<file path="src/rtl/riscv_muldiv_pkg.sv">
// Shared definitions for the RV32M multiply/divide unit: operation encodings
// (equal to the RV32M funct3 field) and the control FSM state type.
package riscv_muldiv_pkg;

    localparam logic [2:0] MUL    = 3'b000;
    localparam logic [2:0] MULH   = 3'b001;
    localparam logic [2:0] MULHSU = 3'b010;
    localparam logic [2:0] MULHU  = 3'b011;
    localparam logic [2:0] DIV    = 3'b100;
    localparam logic [2:0] DIVU   = 3'b101;
    localparam logic [2:0] REM    = 3'b110;
    localparam logic [2:0] REMU   = 3'b111;

    typedef enum logic [1:0] {
        StIdle,
        StCalc,
        StFix,
        StDone
    } state_e;

endpackage

</file>
<file path="src/rtl/riscv_muldiv_step.sv">
// One radix-2 iteration of the multiply/divide datapath.
// Multiply: acc = {partial_hi, multiplier}; add the multiplicand into the high
// half when the multiplier LSB is set, then shift right by one.
// Divide: acc = {remainder, dividend/quotient}; shift left by one and keep the
// trial subtraction only when it does not go negative (restoring division).
module riscv_muldiv_step #(
    parameter int unsigned XLEN = 32
) (
    input  logic                is_div,
    input  logic [2*XLEN-1:0]   acc,
    input  logic [XLEN-1:0]     operand,
    output logic [2*XLEN-1:0]   acc_next
);

    logic [XLEN:0]       sum;
    logic [XLEN:0]       trial;
    logic [XLEN:0]       diff;
    logic [2*XLEN-1:0]   mul_next;
    logic [2*XLEN-1:0]   div_next;

    // Compute both candidate iterations and pick by operation class
    always_comb begin
        sum      = {1'b0, acc[2*XLEN-1:XLEN]} + {1'b0, operand};
        mul_next = acc[0] ? {sum, acc[XLEN-1:1]} : {1'b0, acc[2*XLEN-1:1]};

        // Remainder stays below the divisor, so trial < 2*divisor and a
        // non-negative difference always fits back into XLEN bits.
        trial = {acc[2*XLEN-1:XLEN], acc[XLEN-1]};
        diff  = trial - {1'b0, operand};
        if (!diff[XLEN]) begin
            div_next = {diff[XLEN-1:0], acc[XLEN-2:0], 1'b1};
        end else begin
            div_next = {trial[XLEN-1:0], acc[XLEN-2:0], 1'b0};
        end

        acc_next = is_div ? div_next : mul_next;
    end

endmodule

</file>
<file path="src/rtl/riscv_muldiv.sv">
// Iterative RV32M multiply/divide unit with valid/ready handshakes.
// Operands are converted to magnitudes at acceptance, XLEN radix-2 iterations
// run in CALC, and signs/half selection/special cases are applied in FIX.
// Optional build macro RISCV_MULDIV_EARLY_OUT_EN: divide-by-zero (any op) and
// signed-overflow requests skip CALC and go straight to FIX.
module riscv_muldiv
    import riscv_muldiv_pkg::*;
#(
    parameter int unsigned XLEN = 32,
    parameter int unsigned CNTW = $clog2(XLEN) + 1
) (
    input  logic            clk,
    input  logic            reset,
    input  logic            in_valid,
    output logic            in_ready,
    input  logic [2:0]      op,
    input  logic [XLEN-1:0] a,
    input  logic [XLEN-1:0] b,
    output logic            out_valid,
    input  logic            out_ready,
    output logic [XLEN-1:0] result,
    output logic            busy
);

    localparam logic [XLEN-1:0] MinNeg = {1'b1, {(XLEN-1){1'b0}}};

    state_e            state_q, state_d;
    logic [2:0]        op_q, op_d;
    logic [2*XLEN-1:0] acc_q, acc_d, acc_step;
    logic [XLEN-1:0]   opnd_q, opnd_d;
    logic [XLEN-1:0]   a_q, a_d;
    logic [XLEN-1:0]   result_q, result_d;
    logic [CNTW-1:0]   cnt_q, cnt_d;
    logic              neg_a_q, neg_a_d;
    logic              neg_b_q, neg_b_d;
    logic              bzero_q, bzero_d;
    logic              ovf_q, ovf_d;

    // Acceptance-time decode of the incoming request
    logic              a_signed, b_signed, a_neg, b_neg, bzero_in, ovf_in;
    logic [XLEN-1:0]   abs_a, abs_b;

    // Fix-up datapath
    logic [2*XLEN-1:0] prod;
    logic [XLEN-1:0]   quot, rem, quot_s, rem_s, fix_result;

    riscv_muldiv_step #(
        .XLEN (XLEN)
    ) u_step (
        .is_div   (op_q[2]),
        .acc      (acc_q),
        .operand  (opnd_q),
        .acc_next (acc_step)
    );

    // Decode operand signedness and magnitudes for a request being offered
    always_comb begin
        a_signed = (op == MULH) || (op == MULHSU) || (op == DIV) || (op == REM);
        b_signed = (op == MULH) || (op == DIV) || (op == REM);
        a_neg    = a_signed & a[XLEN-1];
        b_neg    = b_signed & b[XLEN-1];
        abs_a    = a_neg ? -a : a;
        abs_b    = b_neg ? -b : b;
        bzero_in = (b == '0);
        ovf_in   = ((op == DIV) || (op == REM)) && (a == MinNeg) && (&b);
    end

    // Sign correction, half/quotient/remainder selection and special cases
    always_comb begin
        prod   = (neg_a_q ^ neg_b_q) ? -acc_q : acc_q;
        quot   = acc_q[XLEN-1:0];
        rem    = acc_q[2*XLEN-1:XLEN];
        quot_s = (neg_a_q ^ neg_b_q) ? -quot : quot;
        rem_s  = neg_a_q ? -rem : rem;
        fix_result = '0;
        unique case (op_q)
            MUL:                 fix_result = prod[XLEN-1:0];
            MULH, MULHSU, MULHU: fix_result = prod[2*XLEN-1:XLEN];
            DIV:  fix_result = bzero_q ? '1  : (ovf_q ? a_q : quot_s);
            DIVU: fix_result = bzero_q ? '1  : quot;
            REM:  fix_result = bzero_q ? a_q : (ovf_q ? '0 : rem_s);
            REMU: fix_result = bzero_q ? a_q : rem;
            default: fix_result = '0;
        endcase
        // The accumulator is not iterated on the early-out path
        if (!op_q[2] && bzero_q) begin
            fix_result = '0;
        end
    end

    // FSM next-state and datapath register updates
    always_comb begin
        state_d  = state_q;
        op_d     = op_q;
        acc_d    = acc_q;
        opnd_d   = opnd_q;
        a_d      = a_q;
        result_d = result_q;
        cnt_d    = cnt_q;
        neg_a_d  = neg_a_q;
        neg_b_d  = neg_b_q;
        bzero_d  = bzero_q;
        ovf_d    = ovf_q;
        unique case (state_q)
            StIdle: begin
                if (in_valid) begin
                    op_d    = op;
                    a_d     = a;
                    acc_d   = {{XLEN{1'b0}}, abs_a};
                    opnd_d  = abs_b;
                    neg_a_d = a_neg;
                    neg_b_d = b_neg;
                    bzero_d = bzero_in;
                    ovf_d   = ovf_in;
                    cnt_d   = '0;
                    state_d = StCalc;
`ifdef RISCV_MULDIV_EARLY_OUT_EN
                    if (bzero_in || ovf_in) begin
                        state_d = StFix;
                    end
`endif
                end
            end
            StCalc: begin
                acc_d = acc_step;
                cnt_d = cnt_q + CNTW'(1);
                if (cnt_q == CNTW'(XLEN - 1)) begin
                    state_d = StFix;
                end
            end
            StFix: begin
                result_d = fix_result;
                state_d  = StDone;
            end
            StDone: begin
                if (out_ready) begin
                    state_d = StIdle;
                end
            end
            default: state_d = StIdle;
        endcase
    end

    // State and datapath registers with synchronous reset
    always_ff @(posedge clk) begin
        if (reset) begin
            state_q  <= StIdle;
            op_q     <= MUL;
            acc_q    <= '0;
            opnd_q   <= '0;
            a_q      <= '0;
            result_q <= '0;
            cnt_q    <= '0;
            neg_a_q  <= 1'b0;
            neg_b_q  <= 1'b0;
            bzero_q  <= 1'b0;
            ovf_q    <= 1'b0;
        end else begin
            state_q  <= state_d;
            op_q     <= op_d;
            acc_q    <= acc_d;
            opnd_q   <= opnd_d;
            a_q      <= a_d;
            result_q <= result_d;
            cnt_q    <= cnt_d;
            neg_a_q  <= neg_a_d;
            neg_b_q  <= neg_b_d;
            bzero_q  <= bzero_d;
            ovf_q    <= ovf_d;
        end
    end

    // Handshake and status outputs
    always_comb begin
        in_ready  = (state_q == StIdle);
        out_valid = (state_q == StDone);
        busy      = (state_q != StIdle);
        result    = result_q;
    end

endmodule

</file>
<file path="config.mk">
export PLATFORM = sky130hd
export DESIGN_NAME = riscv_muldiv
export DESIGN_NICKNAME = d
export VERILOG_FILES = /design/src/rtl/riscv_muldiv_pkg.sv /design/src/rtl/riscv_muldiv_step.sv /design/src/rtl/riscv_muldiv.sv
export SDC_FILE = /design/constraint.sdc
export NUM_CORES = 1
export LEC_CHECK = 0
export CELL_PAD_IN_SITES_DETAIL_PLACEMENT = 1
export CELL_PAD_IN_SITES_GLOBAL_PLACEMENT = 2
export CORE_ASPECT_RATIO = 0.75
export CORE_MARGIN = 2
export CORE_UTILIZATION = 35
export CTS_CLUSTER_DIAMETER = 100
export CTS_CLUSTER_SIZE = 24
export DETAILED_ROUTE_END_ITERATION = 12
export MAX_ROUTING_LAYER = met4
export PLACE_DENSITY = 0.89
export SLEW_MARGIN = 20
export SYNTH_ARGS = -nofsm -noshare
export SYNTH_HDL_FRONTEND = slang
export SYNTH_SLANG_ARGS = --single-unit
</file>
<file path="constraint.sdc">
create_clock -name clk -period 4.3 [get_ports clk]
set_input_delay 0.86 -clock clk [delete_from_list [all_inputs] [get_ports clk]]
set_output_delay 0.86 -clock clk [all_outputs]
set_load 0.03 [all_outputs]
</file>
## Yosys cells after proc, flatten, opt, wreduce, memory -nomap -nowiden

Index checks and enable logic that the tools add are counted.

- Register bits after elaboration: 175
- Input port bits: 71
- Output and inout port bits: 35
- Word-level logic and storage cells: 85

- Add/sub/neg operators: 8
- Equal/unequal tests: 19
- Mux-type cells: 24
- Bitwise operators: 3
- Reduce and logical (&&, ||, !) cells: 20

Operators with widths:

| operator | count |
|---|---|
| 2-to-1 mux 32 bit | 11 |
| 2-to-1 mux 64 bit | 5 |
| one-hot mux 32 bit (6 select lines) | 1 |
| negation 32 bit | 4 |
| one-hot mux 64 bit (2 select lines) | 1 |
| negation 64 bit | 1 |
| adder 32 x 32 -> 33 bit | 1 |
| subtractor 33 x 32 -> 33 bit | 1 |
| equality test 32 bit, second input constant | 1 |
| logical NOT 32 bit | 1 |
| AND reduction 32 bit | 1 |
| equality test 3 bit, second input constant | 6 |
| one-hot mux 6 bit (2 select lines) | 1 |
| equality test 3 x 2 -> 1 bit, second input constant | 3 |
| one-hot mux 2 bit (4 select lines) | 1 |
| adder 6 x 1 -> 6 bit, second input constant | 1 |
| equality test 3 x 1 -> 1 bit, second input constant | 2 |
| equality test 6 x 5 -> 1 bit, second input constant | 1 |
| logical OR 1 bit | 6 |
| 2-to-1 mux 2 bit | 3 |
| 2-to-1 mux 6 bit | 1 |
| equality test 2 bit, second input constant | 2 |
| inequality test 2 bit, second input constant | 2 |
| AND reduction 2 bit | 2 |
| other kinds (11) | 15 |

## Logic depth before layout (Yosys ltp)

Gate-level depths: netlist (run 1).

- Depth after elaboration: 8
- Gate-level depth with buffers: 14
- Gate-level depth less buffers: 13

## By module

Synthesis (run 1) repeated with hierarchy kept, for this count alone.

- Cells, all modules: 2,395
- Area, all modules: 17,355.4 µm²

Modules (own cells, without submodules):

| module | times used | cells each | area an instance (µm²) | sequential area each (µm²) |
|---|---|---|---|---|
| riscv_muldiv | 1 | 1,703 | 12,508.2 | 3,503.4 |
| riscv_muldiv_step | 1 | 692 | 4,847.1 | 0.0 |

## Worst setup path after synthesis (run 1)

OpenSTA, ideal clock, no wires.

- Path kind: reg-to-reg
- From: register acc_q[31]
- To: register acc_q[62]
- Arrival time: 3.013 ns
- Path slack: 1.146 ns
- Stages on the path, launching flop included: 14
- Path buffers: 0
- Cells stage by stage: dfxtp_1 -> inv_1 -> ha_1 -> fa_1 -> nor2b_1 -> o31ai_1 -> a211oi_1 -> nor2_1 -> o31ai_1 -> a211oi_1 -> o21ai_0 -> mux2i_1 -> o2111ai_1 -> o311ai_0

- Longest elaborated chain between the ends: 4

Ends and longest elaborated chain:

| element | line | source |
|---|---|---|
| start: declaration | riscv_muldiv.sv:29 | `logic [2*XLEN-1:0] acc_q, acc_d, acc_step;` |
| start signal: assignment | riscv_muldiv.sv:149 | `acc_q <= '0;` |
| start signal: assignment | riscv_muldiv.sv:161 | `acc_q <= acc_d;` |
| subtractor 33 x 32 -> 33 bit | riscv_muldiv_step.sv:29 | `diff = trial - {1'b0, operand};` |
| 2-to-1 mux 64 bit | riscv_muldiv_step.sv:30 | `if (!diff[XLEN]) begin` |
| 2-to-1 mux 64 bit | riscv_muldiv_step.sv:36 | `acc_next = is_div ? div_next : mul_next;` |
| one-hot mux 64 bit (2 select lines) | riscv_muldiv.sv:104 | `unique case (state_q)` |

No other way between the ends.
A chain may end at the register's enable or synchronous reset.

## Final worst setup path (run 1)

Ends and elaborated chain as after synthesis.

==> metrics.md, run 1 <==
| Metric | Value |
|---|---|
| Post-synthesis register bit count | 175 |
| Largest net degree at the start of global routing | 83 |
| Mapped Cells | ~2300 |
| Top cell type by total area after synthesis | dfxtp_1 |
| Syn Area/Cell | roughly 7.1 µm² |
| Remaining global-route overflow | 0 |
| Synthesized area | 16600 µm² |
| Initial Util | approximately a third |
| CTS tree | built |
| Status | completed |
| CP startpoint | acc_q[31] |
| Final HPWL DP | 56.2 mm |
| Worst Hold Class | flop to flop |
| Req. time, crit path | around 4600 ps |
| CP Max Fanout | 4 |
| CTS buffer count | 17 |
| H-tree Lvls | 4 |
| Tot GR Track Use | between 30% and 40% |
| Synth top area cells | dfxtp_1, a21oi_1, nand2_1, xnor2_1, o21ai_0 |
| RSZ-0062 raised after global routing | false |
| Die Y | between 150 and 200 µm |
| Critical path endpoint | acc_q[62] |
| Post-synth cell types | 86 |
| Crit share post-route | a little over nine tenths |
| CTS resizes | 0 |
| EDFF count, synth | 0 |
| WHS | approximately 440 ps |
| DRT Pass-1 Iters | 6 |
| Clock tree buffer depth | 2 |
| Antenna violations before repair | 4 |
| R2r endpoint | acc_q[62] |
| Post-synth net total | ~2500 |
| Row count | 69 |
| Post-CTS setup buffers | 0 |
| Layout Nets | 2497 |
| Worst-Skew Late Latency | 500 ps |
| Boundary pin count | 106 |
| Final Power | around 11 mW |
| WL/cell | roughly 24 µm |
| Via count | 18500 |
| Die ar. | slightly below 50000 µm² |
| Achievable Freq | between 200 and 250 MHz |
| Top cell type's share of synthesized area | between 20% and 30% |
| Detailed Route Iter0 Violations | roughly 1900 |
| Setup crit start kind | flop |
| Max Clock Skew | roughly 28 ps |
| R2R Setup Slk | between 200 and 250 ps |
| Final setup violation count | 0 |
| Die Width | around 260 µm |
| P_leak | 7.19 nW |
| Core area | about 47000 µm² |
| Reg clk slew, reported paths | roughly 70 ps |
| Max-cap check violation count | 0 |
| Peak supply drop | around 0.41 mV |
| Yosys Warn Count | 0 |
| DRC | 0 |
| Worst r2r path cells | 14 |
| Port Buffer Count | between 100 and 150 |
| Fin. max-slew vios | 0 |
| Via/cell ratio | between 6 and 7 |
| Detailed Route WL | 73.5 mm |
| Setup TNS | 0 ps |
| Sequential area share after synthesis | between 20% and 30% |
| Final min period | 4100 ps |
| Rel. slew slack | between 30% and 40% |
| CTS Hold Bufs | 0 |
| Async S/R FF share, synth | 0% |
| Area Overhead vs Synth | 14.7% |
| Routed Antenna Nets | 0 |
| RD Place Congestion | between 0.9 and 1 |
| Layout cells sized above 1 | roughly 8.2% |
| Critical path type | flop to flop |
| Sink Count | roughly 180 |
| Worst slew pin tran | 905 ps |
| Main synth FF type | dfxtp_1 |
| FF-to-FF Start | acc_q[31] |
| Crit end category | flop |
| Final hold vios | 0 |
| Pwr/cell area | roughly 580 nW/µm² |
| Crit path DAT | 4430 ps |
| First-pass GRT wire length | 112 mm |
| Root Buffer | clkbuf_16 |
| Vias in the first global route | ~18000 |
metal layers:
layer	up-vias	global-route usage (%)	wire (µm)
met3	77	5.78	6210
met5	-	-	0
met2	740	43.6	30300
met1	9215	43.8	35700
li1	8476	-	-
met4	0	6.52	1240
stage by stage:
stage	std cells	cell area [µm²]	utilization (%)	setup slack [ps]
floorplan	2322	16600	-	1150
global placement	2970	18400	39.2	369
detailed placement	2970	18400	39.2	321
CTS	3002	19000	40.4	311
global route	3002	19000	40.4	77.7
finish	3003	19000	40.4	202
worst min-delay path by stage:
stage / endpoint / slack (ps) / depth (start not counted) / start
finish: result[2] / 440 / 2 / result[2]
global route: result[13] / 470 / 2 / result[13]
CTS: result[16] / 450 / 2 / result[16]
detailed placement: result[16] / 440 / 2 / result[16]
global placement: result[2] / 420 / 2 / result[2]
floorplan: a_q[4] / 450 / 2 / a_q[4]
sequential cells by signal (all words and copies together), names as in the netlist:
name	count
neg_b_q	1
a_q	32
acc_q	64
cnt_q	6
bzero_q	1
state_q	2
ovf_q	1
op_q	3
opnd_q	32
result	32
neg_a_q	1
placed cells by master, fill, tap and decap left out, drive strengths merged, types with 24 or more instances in the layout:
cell	count
a21oi	267
xnor2	111
mux2i	72
buf	87
a211oi	59
o21ai	202
ha	74
nor2	166
a21o	43
clkdlybuf4s50	104
xor2	72
nor3	44
o211ai	50
or3	24
inv	79
dfxtp	175
nand3	35
nand2	304
synth_stat cells (all sizes together) (6+ instances only):
master	count
o41ai	9
a211oi	59
nand2	304
o221ai	23
o21a	8
or2	8
nand2b	17
a31oi	20
or4	14
nor3	44
dfxtp	175
o2111ai	11
mux2	19
o21ai	202
clkbuf	155
xor2	72
and3	13
inv	74
nor2b	20
o211ai	50
a21boi	6
a221o	10
or3	24
a21oi	267
nor4	23
xnor2	111
and2	16
nand3b	10
nor2	166
buf	27
mux2i	72
a22o	9
o31ai	22
ha	74
nand4	23
a221oi	14
a21o	43
a311oi	10
nand3	35
power by group:
group	switching, mW	internal (mW)
logic	4.34	2.41
registers	0.624	1.99
clock network	0.802	0.866
layout make-up:
type / instances / area [µm²]
fill: 5858 / 28000
multi-input combinational: 1890 / 12100
sequential: 175 / 3510
timing repair buffer: 191 / 1720
tap: 639 / 800
clock buffer: 19 / 433
inverter: 75 / 282
clock inverter: 13 / 150
antenna: 1 / 2.50
cells by family (layout without fill, tap and decap cells):
| logic type | Yosys count | after routing | synth area share (%) |
|---|---|---|---|
| adder cells (fa/ha/maj) | 76 | 76 | 5.82 |
| other | 0 | 1 | 0 |
| buffers and inverters | 257 | 298 | 6.12 |
| flip-flops | 175 | 175 | 21.1 |
| XOR/XNOR | 183 | 183 | 9.66 |
| AND/OR/NAND/NOR | 728 | 728 | 20.8 |
| multiplexers | 91 | 91 | 5.63 |
| AO/OA/AOI/OAI | 812 | 812 | 30.8 |
worst max-delay path: stages (launching register included):
cell	delay, ps
dfxtp_1	430
inv_1	250
ha_1	300
fa_1	410
nor2b_1	250
o31ai_1	120
a211oi_1	330
buf_4	200
nor2_1	50
o31ai_1	430
a211oi_1	210
o21ai_0	430
mux2i_1	140
o2111ai_1	230
o311ai_0	150
(Power assumes the default switching activity.)
==> inputs of run 2 (changes only) <==
--- a/config.mk
+++ b/config.mk
@@ -10,12 +10,15 @@
 export CORE_ASPECT_RATIO = 0.75
 export CORE_MARGIN = 2
 export CORE_UTILIZATION = 35
+export CTS_BUF_LIST = sky130_fd_sc_hd__clkbuf_8 sky130_fd_sc_hd__clkbuf_16
 export CTS_CLUSTER_DIAMETER = 100
 export CTS_CLUSTER_SIZE = 24
 export DETAILED_ROUTE_END_ITERATION = 12
+export HOLD_SLACK_MARGIN = 0.08
 export MAX_ROUTING_LAYER = met4
 export PLACE_DENSITY = 0.89
 export SLEW_MARGIN = 20
 export SYNTH_ARGS = -nofsm -noshare
 export SYNTH_HDL_FRONTEND = slang
 export SYNTH_SLANG_ARGS = --single-unit
+export TNS_END_PERCENT = 50
==> run 2 against run 1 <==
Flip-flop and latch count stayed put. Highest routed layer unchanged. Largest cell class unchanged. Combinational power barely moved. Setup slack gained 31 ps. Clock power barely moved. Clock skew up 2.7 ps. Global-route usage barely moved. Non-clock buffer count unchanged. Maximum frequency rose by 0.77%. Largest power group unchanged.
==> metrics.md, run 2 (same netlist as run 1, synthesis figures left out) <==
| Metric | Value |
|---|---|
| Die Y | 193 µm (unchanged) |
| Fin worst setup slack | 233 ps (was 202 ps) |
| Root Buffer | clkbuf_16 (unchanged) |
| Layout Nets | 2497 (unchanged) |
| Routed Antenna Nets | 0 (unchanged) |
| CTS resizes | 0 (unchanged) |
| Req. time, crit path | 4630 ps (about the same) |
| Rel. slew slack | 37.6% (was 39.6%) |
| Placed insts | 2970 (unchanged) |
| Net Switching | 5.75 mW (was 5.76 mW) |
| Peak supply drop | 0.411 mV (was 0.414 mV) |
| Reg clk slew, reported paths | 70 ps (about the same) |
| Via count | 18500 (about the same) |
| First-pass GRT wire length | 112 mm (about the same) |
| Final setup violation count | 0 (unchanged) |
| Max Clock Skew | 30.3 ps (was 27.6 ps) |
| Fin. max-slew vios | 0 (unchanged) |
| Commonest non-fill, non-tap cell in the layout | nand2_1 (unchanged) |
| Tot GR Track Use | 30.4% (about the same) |
| # diodes | 0 (was 1) |
| WL/cell | 24.4 µm (was 24.5 µm) |
| Reg with most FFs | acc_q (unchanged) |
| Setup crit start kind | flop (unchanged) |
| RD Place Congestion | 0.984 (unchanged) |
| Max reg flops | 64 (unchanged) |
| H-tree Lvls | 4 (unchanged) |
| Die Width | 255 µm (unchanged) |
| Final hold vios | 0 (unchanged) |
| Worst r2r path cells | 14 (unchanged) |
| Max-cap check violation count | 0 (unchanged) |
| Row count | 69 (unchanged) |
| Pwr/cell area | 579 nW/µm² (was 580 nW/µm²) |
| Clock tree buffer depth | 2 (unchanged) |
| Core area | 47100 µm² (unchanged) |
| Antenna violations before repair | 4 (unchanged) |
| Combinational share of power | 61.2% (about the same) |
| CTS Hold Bufs | 0 (unchanged) |
| Final min period | 4070 ps (was 4100 ps) |
| Vias in the first global route | 18200 (about the same) |
| Area Overhead vs Synth | 14.7% (about the same) |
| Worst slew pin tran | 936 ps (was 905 ps) |
| Post-CTS setup buffers | 0 (unchanged) |
| CP Max Fanout | 4 (unchanged) |
| Worst Hold Class | flop to flop (unchanged) |
| Crit path cell chain | inv_1, ha_1, fa_1, nor2b_1, o31ai_1, a211oi_1, buf_4, nor2_1, o31ai_1, a211oi_1, o21ai_0, mux2i_1, o2111ai_1, o311ai_0 (unchanged) |
| DRC | 0 (unchanged) |
| Switching share of power | 52.2% (about the same) |
| Detailed Route Iter0 Violations | 1849 (was 1911) |
| CP startpoint | acc_q[31] (unchanged) |
| FF-to-FF Start | acc_q[31] (unchanged) |
| Worst path max stage delay | 440 ps (was 430 ps) |
| Most frequent cells in the layout | nand2_1, a21oi_1, o21ai_0, dfxtp_1, nor2_1 (unchanged) |
| Crit end category | flop (unchanged) |
| Sequential power share | 23.8% (was 23.7%) |
| RSZ-0062 raised after global routing | false (unchanged) |
| Via/cell ratio | 6.15 (was 6.16) |
| Internal | 5.27 mW (about the same) |
| Initial Util | 35.3% (unchanged) |
| Clock network power share | 15.0% (was 15.1%) |
| Status | completed (unchanged) |
| Fillcell total | 5858 (unchanged) |
| Critical path endpoint | acc_q[62] (unchanged) |
| Dpl ws | 321 ps (unchanged) |
| Detailed Route WL | 73.3 mm (was 73.5 mm) |
| R2R Setup Slk | 230 ps (was 200 ps) |
| Achievable Freq | 246 MHz (was 244 MHz) |
| Non-Filler Instances | 3002 (was 3003) |
| Boundary pin count | 106 (unchanged) |
| Final HPWL DP | 56.2 mm (unchanged) |
| Die ar. | 49200 µm² (unchanged) |
| R2r endpoint | acc_q[62] (unchanged) |
| Port Buffer Count | 105 (unchanged) |
| CTS tree | built (unchanged) |
| P_leak | 7.20 nW (was 7.19 nW) |
| Area of the multi-input gates | 12100 µm² (unchanged) |
| Setup TNS | 0 ps (unchanged) |
| WHS Path Cells | 2 (unchanged) |
| DRT Pass-1 Iters | 5 (was 6) |
| Largest net degree at the start of global routing | 83 (unchanged) |
| Crit path DAT | 4390 ps (was 4430 ps) |
| Remaining global-route overflow | 0 (unchanged) |
| Worst-Skew Late Latency | 500 ps (about the same) |
| FF/Latch Area | 3510 µm² (unchanged) |
| Slowest CP cell | dfxtp_1 (unchanged) |
| Critical path type | flop to flop (unchanged) |
| CTS buffer count | 17 (unchanged) |
| Sink Count | 175 (unchanged) |
| Crit share post-route | 94.6% (was 95.3%) |
| Layout cells sized above 1 | 8.17% (unchanged) |
## run 2: worst min path at each step
stage	startpoint	endpoint	slack, ps
after floorplan	a_q[4]	a_q[4]	450
after global placement	result[2]	result[2]	420
after detailed placement	result[16]	result[16]	440
after CTS	result[16]	result[16]	450
after global routing	result[13]	result[13]	470
final	result[2]	result[2]	440
## run 2: cell type report
cell class,instances,share of cell area (%)
Multi-Input combinational cell,1890,63.8
Sequential cell,175,18.5
Timing Repair Buffer,191,9.04
Tap cell,639,4.20
Clock buffer,17,2.24
Inverter,75,1.48
Clock inverter,15,0.829
## run 2: stage by stage
step / area, µm² / utilization, % / power (mW) / hold slack, ps
3_5_place_dp: 18400 / 39.2 / 9.18 / 438
4_1_cts: 19000 / 40.4 / 10.9 / 449
6_report: 19000 / 40.4 / 11.0 / 443
5_1_grt: 19000 / 40.4 / 11.7 / 467
2_1_floorplan: 16600 / - / 6.84 / 446
3_3_place_gp: 18400 / 39.2 / 9.00 / 425
## run 2: layer usage
metal	track usage [%]	vias to the layer above	share of wire [%]
met5	-	-	0
li1	-	8482	-
met4	6.52	0	1.7
met3	5.78	69	8.5
met1	43.8	9181	48
met2	43.6	738	41
## run 2: power by group through the flow
stage	registers [mW]	logic [mW]	clock network, mW
global placement	2.61	6.39	0
finish	2.62	6.75	1.66
detailed placement	2.64	6.55	0
global route	2.66	7.27	1.75
CTS	2.60	6.59	1.69
floorplan	2.37	4.47	0
## run 2: worst max-delay path, delay by kind of cell, from the launching register on
family,cells,cell delay (ps)
compound gates,7,1890
fa+ha+maj,2,710
buf+inv,2,440
simple gates,2,290
flops,1,440
mux,1,130
==> inputs of run 3 (changes only) <==
--- a/config.mk
+++ b/config.mk
@@ -14,7 +14,7 @@
 export CTS_CLUSTER_DIAMETER = 100
 export CTS_CLUSTER_SIZE = 24
 export DETAILED_ROUTE_END_ITERATION = 12
-export HOLD_SLACK_MARGIN = 0.08
+export HOLD_SLACK_MARGIN = 0.05
 export MAX_ROUTING_LAYER = met4
 export PLACE_DENSITY = 0.89
 export SLEW_MARGIN = 20
==> results of run 3 <==
No change in the layout: final DEF, timing and power equal those of run 2.
